--- src/rtl/cic_integrator_chain.sv ---
// Integrator section of a CIC decimator: N_STAGES pipelined wrap-around accumulators.
// Define CIC_INTEG_OVF_DETECT_EN to build the per-stage sticky overflow flags.
module cic_integrator_chain #(
  parameter int WIDTH_IN  = 8,
  parameter int WIDTH_ACC = 24,
  parameter int N_STAGES  = 3
) (
  input  logic                 clk,
  input  logic                 rstn,
  input  logic                 in_valid,
  input  logic [WIDTH_IN-1:0]  x,
  input  logic                 clr,
  output logic [WIDTH_ACC-1:0] y,
  output logic                 out_valid,
  output logic [N_STAGES-1:0]  overflow
);

  generate
    if (WIDTH_ACC < WIDTH_IN || N_STAGES < 1) begin : g_bad_params
      $error("cic_integrator_chain: need WIDTH_ACC >= WIDTH_IN and N_STAGES >= 1");
    end
  endgenerate

  logic [WIDTH_ACC-1:0] acc_q    [N_STAGES];
  logic [WIDTH_ACC-1:0] acc_d    [N_STAGES];
  logic [WIDTH_ACC-1:0] addend_s [N_STAGES];
  logic [WIDTH_ACC-1:0] sum_s    [N_STAGES];
  logic [WIDTH_ACC-1:0] x_ext_s;
  logic                 out_valid_q;
  logic                 out_valid_d;

  assign x_ext_s = WIDTH_ACC'($signed(x));

  // Each stage adds the pre-edge value of its predecessor, giving a true pipeline.
  for (genvar k = 0; k < N_STAGES; k++) begin : g_stage
    if (k == 0) begin : g_first
      assign addend_s[k] = x_ext_s;
    end else begin : g_next
      assign addend_s[k] = acc_q[k-1];
    end
    assign sum_s[k] = acc_q[k] + addend_s[k];
  end

  // Next-state for accumulators and output strobe; clr wins over in_valid.
  always_comb begin
    out_valid_d = 1'b0;
    for (int k = 0; k < N_STAGES; k++) begin
      acc_d[k] = acc_q[k];
    end
    if (clr) begin
      for (int k = 0; k < N_STAGES; k++) begin
        acc_d[k] = '0;
      end
      out_valid_d = 1'b0;
    end else if (in_valid) begin
      for (int k = 0; k < N_STAGES; k++) begin
        acc_d[k] = sum_s[k];
      end
      out_valid_d = 1'b1;
    end else begin
      out_valid_d = 1'b0;
    end
  end

  // Accumulator and strobe registers.
  always_ff @(posedge clk or negedge rstn) begin
    if (!rstn) begin
      for (int k = 0; k < N_STAGES; k++) begin
        acc_q[k] <= '0;
      end
      out_valid_q <= 1'b0;
    end else begin
      for (int k = 0; k < N_STAGES; k++) begin
        acc_q[k] <= acc_d[k];
      end
      out_valid_q <= out_valid_d;
    end
  end

  assign y         = acc_q[N_STAGES-1];
  assign out_valid = out_valid_q;

`ifdef CIC_INTEG_OVF_DETECT_EN
  logic [N_STAGES-1:0] ovf_s;
  logic [N_STAGES-1:0] ovf_q;
  logic [N_STAGES-1:0] ovf_d;

  // Signed overflow: addends agree in sign but the truncated sum does not.
  for (genvar k = 0; k < N_STAGES; k++) begin : g_ovf
    assign ovf_s[k] = (acc_q[k][WIDTH_ACC-1] == addend_s[k][WIDTH_ACC-1]) &&
                      (sum_s[k][WIDTH_ACC-1] != acc_q[k][WIDTH_ACC-1]);
  end

  // Sticky flag update, cleared together with the accumulators.
  always_comb begin
    ovf_d = ovf_q;
    if (clr) begin
      ovf_d = '0;
    end else if (in_valid) begin
      ovf_d = ovf_q | ovf_s;
    end else begin
      ovf_d = ovf_q;
    end
  end

  // Sticky flag register.
  always_ff @(posedge clk or negedge rstn) begin
    if (!rstn) begin
      ovf_q <= '0;
    end else begin
      ovf_q <= ovf_d;
    end
  end

  assign overflow = ovf_q;
`else
  assign overflow = '0;
`endif

endmodule

--- config.mk ---
export PLATFORM = sky130hd
export DESIGN_NAME = cic_integrator_chain
export DESIGN_NICKNAME = d
export VERILOG_FILES = /design/src/rtl/cic_integrator_chain.sv
export SDC_FILE = /design/constraint.sdc
export NUM_CORES = 1
export LEC_CHECK = 0
export BUFFER_PORTS_ARGS = -buffer_cell sky130_fd_sc_hd__buf_2
export CORE_ASPECT_RATIO = 0.9
export CORE_MARGIN = 8
export CORE_UTILIZATION = 35
export DETAILED_ROUTE_END_ITERATION = 7
export SLEW_MARGIN = 20
export SYNTH_ARGS = -nofsm -noshare
export SYNTH_HDL_FRONTEND = slang
export SYNTH_SLANG_ARGS = --single-unit
--- constraint.sdc ---
create_clock -name clk -period 2.8 [get_ports clk]
set_input_delay 0.84 -clock clk [delete_from_list [all_inputs] [get_ports clk]]
set_output_delay 0.84 -clock clk [all_outputs]
set_load 0.03 [all_outputs]
==> impl_metrics.env, run 1 <==
export IMPL_wl_per_cell_um=14.8
export IMPL_synth_distinct_cells=78
export IMPL_ant_nets=0
export IMPL_synth_mux_area_share_pct=5.23
export IMPL_synth_edf_count=0
export IMPL_antenna_cells=0
export IMPL_die_area_um2=23400
export IMPL_synthTopCellsByCount="dfrtp_1, ha_1, nor2_1"
export IMPL_fillers=1765
export IMPL_cts_tree="yes"
export IMPL_crit_fanout=2
export IMPL_status="finished clean"
export IMPL_hold_path_class="input port to async pin"
export IMPL_core_um2=18400
export IMPL_fp_dieW_um=161
export IMPL_worstSkewPairLatency_ps=330
export IMPL_stdcell_count=1101
export IMPL_vias_per_cell=5.22
export IMPL_cts_htree_levels=3
export IMPL_ys_ff_latch=73
export IMPL_crit_path_start_kind="flop"
export IMPL_yosys_area_top_type_share_pct=27.8
export IMPL_power_w=0.00426
export IMPL_root_buffer="clkbuf_16"
export IMPL_p_leak_nw=3.91
export IMPL_overflow=0
export IMPL_rsz0062_at_grt="yes"
export IMPL_cts_buffer_depth=2
export IMPL_grt_pass1_wl_mm=27.5
export IMPL_drv_slew=0
export IMPL_final_area_um2=7950
export IMPL_timing_fmax_ghz=0.373
export IMPL_power_frac_comb_pct=40.2
export IMPL_r2r_end="acc_q[42]"
export IMPL_firstDrtPassIters=5
export IMPL_synthXorXnorAreaFrac_pct=5.86
export IMPL_holdBufCountCts=0
export IMPL_grt_total_usage_pct=13.9
export IMPL_crit_type="flop to flop"
export IMPL_drtIter0Drc=350
export IMPL_arrival_ps=2880
export IMPL_layout_min_cycle_time_ps=2680
export IMPL_max_cap_viol_count=0
export IMPL_row_count=47
export IMPL_initial_core_util_pct=35.7
export IMPL_seqCellArea_um2=1830
export IMPL_syn2layout_area_growth_pct=20.9
export IMPL_peakVddDrop_uv=328
export IMPL_hold_viol_final=0
export IMPL_dpl_cell_area_um2=7430
export IMPL_antenna_found_initial=0
export IMPL_synth_compound_area_share_pct=24.8
export IMPL_async_flop_share_pct=100
export IMPL_avgSynthCellArea_um2=8.55
export IMPL_io_buffers=36
export IMPL_fin_crit_sh_pct=95.8
export IMPL_power_switching_w=0.00152
export IMPL_switching_share_pct=35.8
export IMPL_clock_sinks=73
export IMPL_synth_top_area_cell="dfrtp_1"
export IMPL_via_count=5743
export IMPL_first_global_vias=5440
export IMPL_place_congestion=0.922
export IMPL_cp_data_required_time_ps=3000
export IMPL_seq_area_frac_synth_pct=27.8
export IMPL_synthTopCellsByArea="dfrtp_1, ha_1, a21oi_1, mux2i_1, o21ai_0"
export IMPL_grt_max_degree=35
export IMPL_cp_end_kind="flop"
export IMPL_tightest_slew_ps=566
export IMPL_cts_clk_slew_worst_paths_ps=60
export IMPL_slew_headroom_pct=62.2
export IMPL_worstRegToRegCells=11
export IMPL_numPlacedInstances=1080
export IMPL_cts_made_buffers=9
export IMPL_wl_mm=16.3
export IMPL_synth_simple_area_share_pct=16.1
export IMPL_synthCells=769
export IMPL_synth_top_family_by_area="compound AO/OA/AOI/OAI gates"
export IMPL_synthAdderAreaFrac_pct=14.0
export IMPL_reg2reg_from="acc_q[48]"
export IMPL_skew_ps=7.37
export IMPL_p_per_area_nw_per_um2=535
export IMPL_drive_gt1_share_pct=22.5
export IMPL_clockPowerShare_pct=28.4
export IMPL_final_nets=935
export IMPL_post_dp_hpwl_mm=12.8
export IMPL_synthFlopType="dfrtp_1"
export IMPL_io_pins=40
export IMPL_die_y_um=146
export IMPL_yosysWarnings=0
export IMPL_syn_area_um2=6580
export IMPL_r2r_slack_ps=120
export IMPL_multi_input_area_um2=4580
export IMPL_drc=0
export IMPL_p_int_w=0.00273
export IMPL_power_frac_seq_pct=31.5
export IMPL_yosysMostFrequentCell="dfrtp_1"
export IMPL_final_setup_viol_count=0
## layout make-up
cell class | count | area share [%]
multi-input combinational | 623 | 57.7
sequential | 73 | 23.0
timing repair buffer | 122 | 10.5
tap | 245 | 3.86
clock buffer | 12 | 3.35
inverter | 22 | 1.04
clock inverter | 4 | 0.629
## kinds of logic after synthesis
logic type | count (synthesis)
buffers and inverters | 75
xor gates and xnor gates | 44
other | 1
AOI/OAI and AO/OA | 251
muxes | 34
and+or+nand+nor | 219
DFF | 73
adders and majority gates | 72
## layer usage
layer  vias up  share of wire, %  track usage, %
met2       121                44            22.2
met1      2616                50            19.1
met5         -                 0               0
met4         0               1.5            3.64
met3        18               4.0            2.56
li1       2988                 -               -
## stage by stage
| step | util, % | hold WS (ps) | TNS, ps | worst slack, ps |
|---|---|---|---|---|
| after floorplan | - | 478 | -10.6 | -10.6 |
| after global placement | 40.4 | 498 | -2930 | -347 |
| after CTS | 42.2 | 430 | 0 | 18.3 |
| final | 43.2 | 423 | 0 | 117 |
| after detailed placement | 40.4 | 502 | -3420 | -413 |
| after global routing | 43.2 | 445 | -272 | -94.4 |
## state kept, by name (all words and copies together), names as in the netlist
signal and cells:
out_valid 1, y 24, acc_q 48
## power by group through the flow
stage                     logic [W]  registers (W)  clock network (W)
after detailed placement    0.00165        0.00136                  0
final                       0.00171        0.00134            0.00121
after floorplan             0.00121        0.00130                  0
after CTS                   0.00166        0.00134            0.00123
after global routing        0.00192        0.00136            0.00128
after global placement      0.00164        0.00135                  0
## critical path: stages (launching register included)
cell,delay (ps)
dfrtp_1,360
ha_2,190
inv_2,40
fa_2,340
and2b_1,240
o211ai_1,140
a211oi_2,340
o21ai_2,110
a2111oi_2,350
buf_4,170
mux2i_1,170
o311ai_1,110
## placed cells by master (no fill, tap or decap), types with 8 or more instances in the layout
cell type and count:
o21ai_0 53, inv_1 20, clkbuf_16 9, a21o_1 27, o21a_1 12, nor2_1 67
nand3_1 13, buf_4 87, xnor2_1 20, a211oi_1 8, xor2_1 24, nand2_1 64
ha_1 60, mux2i_1 31, dfrtp_1 73, a21oi_1 58, buf_2 34, o211ai_1 13
nand2b_1 14
## how the worst max path moves through the flow
| stage | start | end | slack, ps | depth (start not counted) |
|---|---|---|---|---|
| floorplan | x[7] | acc_q[71] | -10 | 8 |
| CTS | x[7] | acc_q[71] | 20 | 9 |
| detailed placement | x[7] | acc_q[71] | -410 | 9 |
| global route | acc_q[48] | acc_q[42] | -90 | 11 |
| finish | acc_q[48] | acc_q[42] | 120 | 11 |
| global placement | x[7] | acc_q[71] | -350 | 9 |
## repair_timing
action                     CTS  global route
setup endpoints to repair    5            19
resized for setup            7            37
buffers inserted             0             5
pin swaps                    2            14
No activity file was read; power rests on OpenSTA's default activity.
==> run 2: changes to the inputs <==
- PLACE_DENSITY: not set -> 0.62
- SETUP_SLACK_MARGIN: not set -> 0.4
- clock period: 2.8 -> 3.2 ns (I/O delays scaled with it)
==> impl_metrics.env, run 2 (synthesized netlist as in run 1, its figures left out) <==
export IMPL_seqCellArea_um2=1830
export IMPL_final_setup_viol_count=0
export IMPL_cts_tree="yes"
export IMPL_wl_mm=16.3
export IMPL_drive_gt1_share_pct=19.0
export IMPL_cts_htree_levels=3
export IMPL_fp_dieW_um=161
export IMPL_drc=0
export IMPL_status="finished clean"
export IMPL_io_buffers=36
export IMPL_drv_slew=0
export IMPL_final_cell_mix="dfrtp_1, nor2_1, nand2_1, ha_1, a21oi_1"
export IMPL_skew_ps=9.27
export IMPL_ant_nets=0
export IMPL_arrival_ps=3010
export IMPL_fin_crit_sh_pct=87.3
export IMPL_die_area_um2=23400
export IMPL_vias_per_cell=5.29
export IMPL_cp_data_required_time_ps=3420
export IMPL_overflow=0
export IMPL_grt_total_usage_pct=13.6
export IMPL_grt_use_met3_pct=2.53
export IMPL_antenna_cells=0
export IMPL_clock_sinks=73
export IMPL_firstDrtPassIters=5
export IMPL_top_register="acc_q"
export IMPL_rsz0062_at_grt="yes"
export IMPL_grt_busiest_layer="met2"
export IMPL_die_y_um=146
export IMPL_place_congestion=0.887
export IMPL_peakVddDrop_uv=206
export IMPL_first_global_vias=5307
export IMPL_p_per_area_nw_per_um2=467
export IMPL_drtIter0Drc=306
export IMPL_grtUsageMet2_pct=22.3
export IMPL_layout_min_cycle_time_ps=2790
export IMPL_crit_type="input port to flop"
export IMPL_row_count=47
export IMPL_cts_buffer_depth=2
export IMPL_io_pins=40
export IMPL_multi_input_area_um2=4610
export IMPL_p_leak_nw=3.71
export IMPL_wl_per_cell_um=15.3
export IMPL_met1_usage_pct=18.0
export IMPL_crit_path_start_kind="input port"
export IMPL_via_count=5629
export IMPL_final_nets=900
export IMPL_post_dp_hpwl_mm=12.2
export IMPL_antenna_found_initial=0
export IMPL_tightest_slew_ps=932
export IMPL_timing_fmax_ghz=0.358
export IMPL_power_w=0.00359
export IMPL_cts_made_buffers=9
export IMPL_grt_pass1_wl_mm=26.7
export IMPL_grt_max_degree=74
export IMPL_worstSkewPairLatency_ps=340
export IMPL_cts_clk_slew_worst_paths_ps=60
export IMPL_crit_fanout=6
export IMPL_max_cap_viol_count=0
export IMPL_fillers=1813
export IMPL_hold_viol_final=0
export IMPL_largest_reg_flops=48
export IMPL_final_common_cell="dfrtp_1"
export IMPL_setup_tns_final_ps=0
export IMPL_syn2layout_area_growth_pct=16.9
export IMPL_hold_path_class="flop to flop"
export IMPL_slew_headroom_pct=37.9
export IMPL_root_buffer="clkbuf_16"
export IMPL_core_um2=18400
export IMPL_cp_end_kind="flop"
export IMPL_initial_core_util_pct=35.7
==> run 2: worst max-delay path: stages <==
cell      delay, ps
buf_8           130
ha_4            230
a21o_1          170
and3_4          170
a211o_1         310
o21ba_4         230
or2_4           250
o311ai_4        240
mux2_4          320
==> run 2: through the flow <==
stage / utilization [%] / std cells / area [um^2] / setup WS (ps) / hold slack [ps]
4_1_cts: 40.8 / 1059 / 7500 / 385 / 523
6_report: 41.8 / 1065 / 7690 / 407 / 517
2_1_floorplan: - / 771 / 6660 / 269 / 478
3_3_place_gp: 38.9 / 1044 / 7160 / -75.2 / 498
5_1_grt: 41.8 / 1065 / 7690 / 342 / 559
3_5_place_dp: 38.9 / 1044 / 7160 / -86.4 / 510
==> run 2: worst paths after layout <==
path                            from  depth (start not counted)  slack (ps)   endpoint
max                             x[7]                          9         410  acc_q[71]
min                            y[12]                          2         520      y[12]
max reg2reg                acc_q[49]                          9         500  acc_q[47]
min reg2reg                    y[12]                          2         520      y[12]
max in group asynchronous       rstn                          1        1830  acc_q[44]
min in group asynchronous       rstn                          1         770  acc_q[48]
==> run 2: metal layers <==
metal,vias to the layer above,share of wire [%],wire [um]
met5,-,0,0
met4,0,1.5,236
met3,18,3.4,552
met2,82,46,7460
met1,2628,49,8000
li1,2901,-,-
==> run 2: area by class of cell <==
cell class | instances | area share (%)
Sequential cell | 73 | 23.8
Clock inverter | 2 | 0.163
Tap cell | 245 | 3.99
Inverter | 22 | 1.07
Clock buffer | 13 | 3.52
Multi-Input combinational cell | 623 | 60.0
Timing Repair Buffer | 87 | 7.54
==> run 2: repair_timing <==
action / 4_1_cts / 5_1_grt
hold buffers: 0 / 0
resized for setup: 13 / 30
pin swaps: 1 / 18
setup buffers: 0 / 6
setup endpoints to repair: 10 / 16
==> run 2: power by group <==
part | switching [W] | total (W) | internal [W]
Sequential | 0.000139 | 0.00118 | 0.00104
Clock | 0.000382 | 0.000965 | 0.000583
Combinational | 0.000794 | 0.00145 | 0.000654
